==> src/rtl/lift_pkg.sv <==
// Shared encodings and constants for the lift motion controller.
package lift_pkg;

   typedef enum logic [1:0] {
      DIR_STOP   = 2'b00,
      DIR_DOWN   = 2'b01,
      DIR_UP     = 2'b10,
      DIR_UPDOWN = 2'b11
   } dir_e;

   typedef enum logic [1:0] {
      S_IDLE,
      S_MOVE,
      S_SETTLE,
      S_DOOR
   } state_e;

   localparam logic ON    = 1'b1;
   localparam logic OFF   = 1'b0;
   localparam int   F_FST = 1;
   localparam int   CNT_W = 32;

endpackage

==> src/rtl/lift_phase_timer.sv <==
// Loadable down-counter shared by the move, settle and door phases.
module lift_phase_timer
   import lift_pkg::*;
(
   input  logic             clk,
   input  logic             reset,
   input  logic             load,
   input  logic             freeze,
   input  logic [CNT_W-1:0] load_val,
   output logic             zero
);

   logic [CNT_W-1:0] cnt_q;
   logic [CNT_W-1:0] cnt_d;

   always_comb begin
      cnt_d = cnt_q;
      if (!freeze) begin
         if (load)
            cnt_d = load_val;
         else if (cnt_q != '0)
            cnt_d = cnt_q - CNT_W'(1);
      end
   end

   always_ff @(posedge clk) begin
      if (reset)
         cnt_q <= '0;
      else
         cnt_q <= cnt_d;
   end

   assign zero = (cnt_q == '0);

endmodule

==> src/rtl/lift_motion.sv <==
// Single-car motion controller: floor registers and move/settle/door FSM.
module lift_motion
   import lift_pkg::*;
#(
   parameter int          NUM_FLOORS   = 7,
   parameter int          FLOOR_W      = 3,
   parameter int unsigned CLK_PER_MOVE = 1000000000,
   parameter int unsigned CLK_PER_HOLD = 10000000,
   parameter int unsigned CLK_PER_DOOR = 10000000
) (
   input  logic               clk,
   input  logic               reset,
   input  logic [1:0]         direction,
   input  logic               hold,
   input  logic               estop,
   output logic [FLOOR_W-1:0] floor,
   output logic [FLOOR_W-1:0] next_floor,
   output logic               move,
   output logic               door_open,
   output logic               arrived,
   output logic               err
);

   localparam logic [FLOOR_W-1:0] F_BOT = FLOOR_W'(F_FST);
   localparam logic [FLOOR_W-1:0] F_TOP = FLOOR_W'(NUM_FLOORS);
   localparam logic [CNT_W-1:0] LD_MOVE = CNT_W'(CLK_PER_MOVE - 1);
   localparam logic [CNT_W-1:0] LD_HOLD = CNT_W'(CLK_PER_HOLD - 1);
   localparam logic [CNT_W-1:0] LD_DOOR = CNT_W'(CLK_PER_DOOR - 1);

   state_e             state_q, state_d;
   logic [FLOOR_W-1:0] floor_q, floor_d;
   logic [FLOOR_W-1:0] next_q, next_d;
   logic               move_q, move_d;
   logic               door_q, door_d;
   logic               arrived_q, arrived_d;
   logic               err_q, err_d;
   logic               t_load;
   logic [CNT_W-1:0]   t_val;
   logic               t_zero;
   dir_e               dir;

   assign dir = dir_e'(direction);

   always_comb begin
      state_d   = state_q;
      floor_d   = floor_q;
      next_d    = next_q;
      move_d    = move_q;
      door_d    = door_q;
      arrived_d = OFF;
      err_d     = OFF;
      t_load    = OFF;
      t_val     = '0;
      // estop freezes everything; pulses are simply never raised
      if (!estop) begin
         unique case (state_q)
            S_IDLE: begin
               if (hold) begin
                  door_d  = ON;
                  t_load  = ON;
                  t_val   = LD_DOOR;
                  state_d = S_DOOR;
               end else begin
                  unique case (dir)
                     DIR_UP: begin
                        if (floor_q < F_TOP) begin
                           next_d  = floor_q + FLOOR_W'(1);
                           move_d  = ON;
                           t_load  = ON;
                           t_val   = LD_MOVE;
                           state_d = S_MOVE;
                        end else begin
                           err_d = ON;
                        end
                     end
                     DIR_DOWN: begin
                        if (floor_q > F_BOT) begin
                           next_d  = floor_q - FLOOR_W'(1);
                           move_d  = ON;
                           t_load  = ON;
                           t_val   = LD_MOVE;
                           state_d = S_MOVE;
                        end else begin
                           err_d = ON;
                        end
                     end
                     DIR_UPDOWN: err_d = ON;
                     default: ;
                  endcase
               end
            end
            S_MOVE: begin
               if (t_zero) begin
                  floor_d   = next_q;
                  move_d    = OFF;
                  arrived_d = ON;
                  t_load    = ON;
                  t_val     = LD_HOLD;
                  state_d   = S_SETTLE;
               end
            end
            S_SETTLE: begin
               if (t_zero) begin
                  if (hold) begin
                     door_d  = ON;
                     t_load  = ON;
                     t_val   = LD_DOOR;
                     state_d = S_DOOR;
                  end else begin
                     state_d = S_IDLE;
                  end
               end
            end
            S_DOOR: begin
               if (hold) begin
                  t_load = ON;
                  t_val  = LD_DOOR;
               end else if (t_zero) begin
                  door_d  = OFF;
                  state_d = S_IDLE;
               end
            end
            default: ;
         endcase
      end
   end

   always_ff @(posedge clk) begin
      if (reset) begin
         state_q   <= S_IDLE;
         floor_q   <= F_BOT;
         next_q    <= F_BOT;
         move_q    <= OFF;
         door_q    <= OFF;
         arrived_q <= OFF;
         err_q     <= OFF;
      end else begin
         state_q   <= state_d;
         floor_q   <= floor_d;
         next_q    <= next_d;
         move_q    <= move_d;
         door_q    <= door_d;
         arrived_q <= arrived_d;
         err_q     <= err_d;
      end
   end

   lift_phase_timer u_timer (
      .clk      (clk),
      .reset    (reset),
      .load     (t_load),
      .freeze   (estop),
      .load_val (t_val),
      .zero     (t_zero)
   );

   assign floor      = floor_q;
   assign next_floor = next_q;
   assign move       = move_q;
   assign door_open  = door_q;
   assign arrived    = arrived_q;
   assign err        = err_q;

endmodule
==> config.mk <==
export PLATFORM = sky130hd
export DESIGN_NAME = lift_motion
export DESIGN_NICKNAME = d
export VERILOG_FILES = /design/src/rtl/lift_pkg.sv /design/src/rtl/lift_phase_timer.sv /design/src/rtl/lift_motion.sv
export SDC_FILE = /design/constraint.sdc
export NUM_CORES = 1
export LEC_CHECK = 0
export BUFFER_PORTS_ARGS = -buffer_cell sky130_fd_sc_hd__clkbuf_2
export CORE_UTILIZATION = 60
export CTS_CLUSTER_DIAMETER = 200
export CTS_CLUSTER_SIZE = 40
export DETAILED_ROUTE_END_ITERATION = 16
export HOLD_SLACK_MARGIN = 0.03
export PLACE_DENSITY = 0.79
export SLEW_MARGIN = 20
export SYNTH_ARGS = -nofsm -noshare
export SYNTH_HDL_FRONTEND = slang
export SYNTH_SLANG_ARGS = --single-unit
==> constraint.sdc <==
create_clock -name clk -period 4.5 [get_ports clk]
set_input_delay 0.225 -clock clk [delete_from_list [all_inputs] [get_ports clk]]
set_output_delay 0.225 -clock clk [all_outputs]
set_load 0.1 [all_outputs]
==> run_results.csv <==
group,metric,value,unit
sta,tightest_slew,1.01,ns
sta,fin_crit,3.43,ns
worst_setup_path,worst_ep_arrival_time,3.62,ns
grt,grt.met1_usage,37.2,%
cts,path_clk_slew,0.09,ns
final_layout,final_cell_mix,"dfxtp_1, a21oi_1, inv_1",
cts,worstSkewPairLatency,0.31,ns
sta,finalHoldViolCount,0,
status,status,"complete, no violations",
sta,report.final.slew_viol_count,0,
final_layout,mostFrequentLayoutCell,"dfxtp_1",
grt,grt_first_pass_wirelength,10600,um
pwr,p_sw,0.425,mW
placement,hpwl,4240,um
cts,hold_buffers,0,
floorplan,initial_utilization,62.6,%
grt,antenna_found_initial,0,
worst_setup_path,worstPathCellList,"or4_1, or4_4, o31ai_2, nand2_1, nand2b_1, a21oi_1",
floorplan,io_pins,16,
detailed_routing,antenna_left,0,
cts,cts_setup_buffers,0,
cts,clock-sinks,44,
sta,worst_clock_skew,0.0114,ns
logic_synthesis,netlist_instances,326,
worst_setup_path,worst_r2r_endpoint,"u_timer.cnt_q[31]",
detailed_routing,routed_via_density,6.56,
final_layout,syn_to_final_growth,5.93,%
sta,final.period_utilization,76.2,%
sta,setup_tns,0,ns
floorplan,core,4380,um^2
grt,busiest_layer,"met2",
final_layout,diodes,0,
pwr,finalPower,1.10,mW
cts,cts_resized,0,
floorplan,rows,24,
pwr,clockPowerShare,22.9,%
worst_setup_path,worst_setup_path_end_kind,"flop",
sta,slew_headroom,32.5,%
pwr,power_frac_seq,42.3,%
final_layout,drive_gt1_share,15.9,%
pwr,powerDensity,378,nW/um^2
pwr,comb_power_share,34.8,%
worst_setup_path,cp_slowest_stage_delay,0.67,ns
cts,clock_path_buffers,2,
logic_synthesis,syn-num-nets,340,
worst_setup_path,start_kind,"flop",
final_layout,n_fill_cell,359,
worst_setup_path,rr_startpoint,"u_timer.cnt_q[9]",
worst_setup_path,cp_top_family,"simple AND/OR/NAND/NOR gates",
detailed_routing,drtPass1Iterations,4,
logic_synthesis,synth_cell_types,59,
detailed_routing,drc_errors,0,
grt,grt_pass1_vias,2272,
detailed_routing,routed_wl,6220,um
final_layout,final_util,66.3,%
pwr,p_int,0.672,mW
floorplan,die_w,69.6,um
grt,grt_util_all_layers,27.2,%
cts,cts_tree,"yes",
pwr,swShare,38.7,%
worst_setup_path,r2r_slack,1.07,ns
logic_synthesis,yosys_warnings,0,
placement,place.gp.congestion,0.814,
sta,fmax,291,MHz
logic_synthesis,ys.flop_type,"dfxtp_1",
worst_setup_path,crit_buf_inv,0,
pwr,p_leak,1.04,nW
job,maxCapViolCount,0,
hold_path,hold_path.startpoint,"direction[1]",
grt,use_met3,5.09,%
logic_synthesis,synth_area_per_cell,8.41,um^2
worst_setup_path,cpMaxStageDelayCell,"nand2_1",
sta,finalSetupViolations,0,
detailed_routing,drt_iter0_drc,185,
logic_synthesis,synth_seq_cells,44,
worst_setup_path,rr_worst_depth,6,
cts,cts_made_buffers,5,
detailed_routing,vias,2534,
cts,clockRootBuffer,"clkbuf_8",
floorplan,fp.dieArea,4850,um^2
worst_setup_path,required,4.69,ns
grt,met2_usage,41.7,%
placement,pre_cts_slack,1.11,ns
placement,io_buffers,15,
detailed_routing,wl_per_cell,16.1,um
cts,htree_levels,2,
hold_path,hold_class,"input port to flop",
grt,grt_overflow,0,
floorplan,die_h,69.6,um
sta,rsz0062_at_grt,"no",
final_layout,layout.nets,347,
sta,worst_slack,1.07,ns
hold_path,holdPathEnd,"err",
logic_synthesis,synth-async-reset-ratio,0,%
grt,grt_max_degree,31,
logic_synthesis,ys_seq_area_share,32.1,%
logic_synthesis,synth_edf_count,0,
worst_setup_path,critPathMaxFanout,30,
logic_synthesis,syn-cell-area,2740,um^2
worst_setup_path,critPathKind,"flop to flop",
pwr,ir_drop,0.215,mV
hold_path,hold-path-cell-count,4,
sta,hold-worst-slack,0.344,ns
==> power groups by stage <==
| stage | clock (mW) | sequential [mW] | combinational, mW |
|---|---|---|---|
| after floorplan | 0 | 0.480 | 0.289 |
| after global placement | 0 | 0.469 | 0.369 |
| after detailed placement | 0 | 0.471 | 0.376 |
| after CTS | 0.255 | 0.462 | 0.377 |
| after global routing | 0.267 | 0.470 | 0.416 |
| final | 0.251 | 0.464 | 0.382 |
==> cell type report <==
class | count | area, um^2 | share of cell area, %
repair buffers | 21 | 120 | 4.13
well taps | 52 | 65.1 | 2.24
inverters | 23 | 86.3 | 2.97
clock inverters | 3 | 18.8 | 0.646
multi-input cells | 238 | 1670 | 57.3
clock buffers | 5 | 68.8 | 2.37
flip-flops and latches | 44 | 881 | 30.3
==> metrics by stage <==
stage	cell area [um^2]	cells
after floorplan	2740	326
after detailed placement	2810	378
after global placement	2810	378
final	2910	386
after global routing	2910	386
after CTS	2900	386
==> routing by layer <==
| metal | vias to the layer above | wire length [um] |
|---|---|---|
| met5 | - | 0 |
| met4 | 0 | 89 |
| met3 | 9 | 319 |
| met2 | 66 | 2880 |
| met1 | 1209 | 2930 |
| li1 | 1250 | - |
==> synth_stat cells (4+ instances only) <==
library cell / number / share of area (%)
a21oi_1: 38 / 6.9
o21ai_0: 11 / 2.0
a31oi_1: 6 / 1.4
inv_1: 23 / 3.1
ha_1: 8 / 3.6
nand3_1: 9 / 1.6
o21a_1: 4 / 1.1
nor2_1: 20 / 2.7
buf_2: 5 / 0.91
or4_1: 8 / 2.2
o32ai_2: 6 / 3.6
clkbuf_1: 11 / 1.5
nor4_1: 8 / 1.8
nor2b_1: 4 / 0.91
a41o_1: 4 / 1.5
xnor2_1: 5 / 1.6
nand2b_1: 5 / 1.1
and3_1: 4 / 0.91
nand2_1: 9 / 1.2
dfxtp_1: 44 / 32
nand4_1: 8 / 1.8
nor3_1: 18 / 3.3
or3_1: 9 / 2.1
==> flip-flops by register name, indices dropped and copies added, names as in the netlist <==
name           count
arrived            1
floor              3
move               1
err                1
door_open          1
next_floor         3
state_q            2
u_timer.cnt_q     32
==> worst reg2reg max path, delay by kind of cell, from the launching register on <==
family	cells	cell delay, ns
simple gates	4	2.50
compound gates	2	0.46
flops	1	0.36
==> cells by family (layout without fill, tap and decap cells) <==
group           Yosys count  in the layout  share of synthesized area [%]
fa+ha+maj                 8              8                           3.65
buf+inv                  44             52                           7.34
simple gates            121            121                           26.4
flops                    44             44                           32.1
mux                       3              3                           1.09
xor+xnor                  7              7                           2.24
compound gates           99             99                           27.1
==> how the worst max path moves through the flow <==
stage,start,end,slack (ns),depth (start not counted)
5_1_grt,u_timer.cnt_q[9],u_timer.cnt_q[31],0.85,6
4_1_cts,u_timer.cnt_q[9],u_timer.cnt_q[22],1.07,6
6_report,u_timer.cnt_q[9],u_timer.cnt_q[31],1.07,6
3_5_place_dp,u_timer.cnt_q[9],u_timer.cnt_q[21],1.11,6
2_1_floorplan,u_timer.cnt_q[9],u_timer.cnt_q[2],1.85,8
3_3_place_gp,u_timer.cnt_q[9],u_timer.cnt_q[21],1.24,6
No activity file was read; power rests on OpenSTA's default activity.
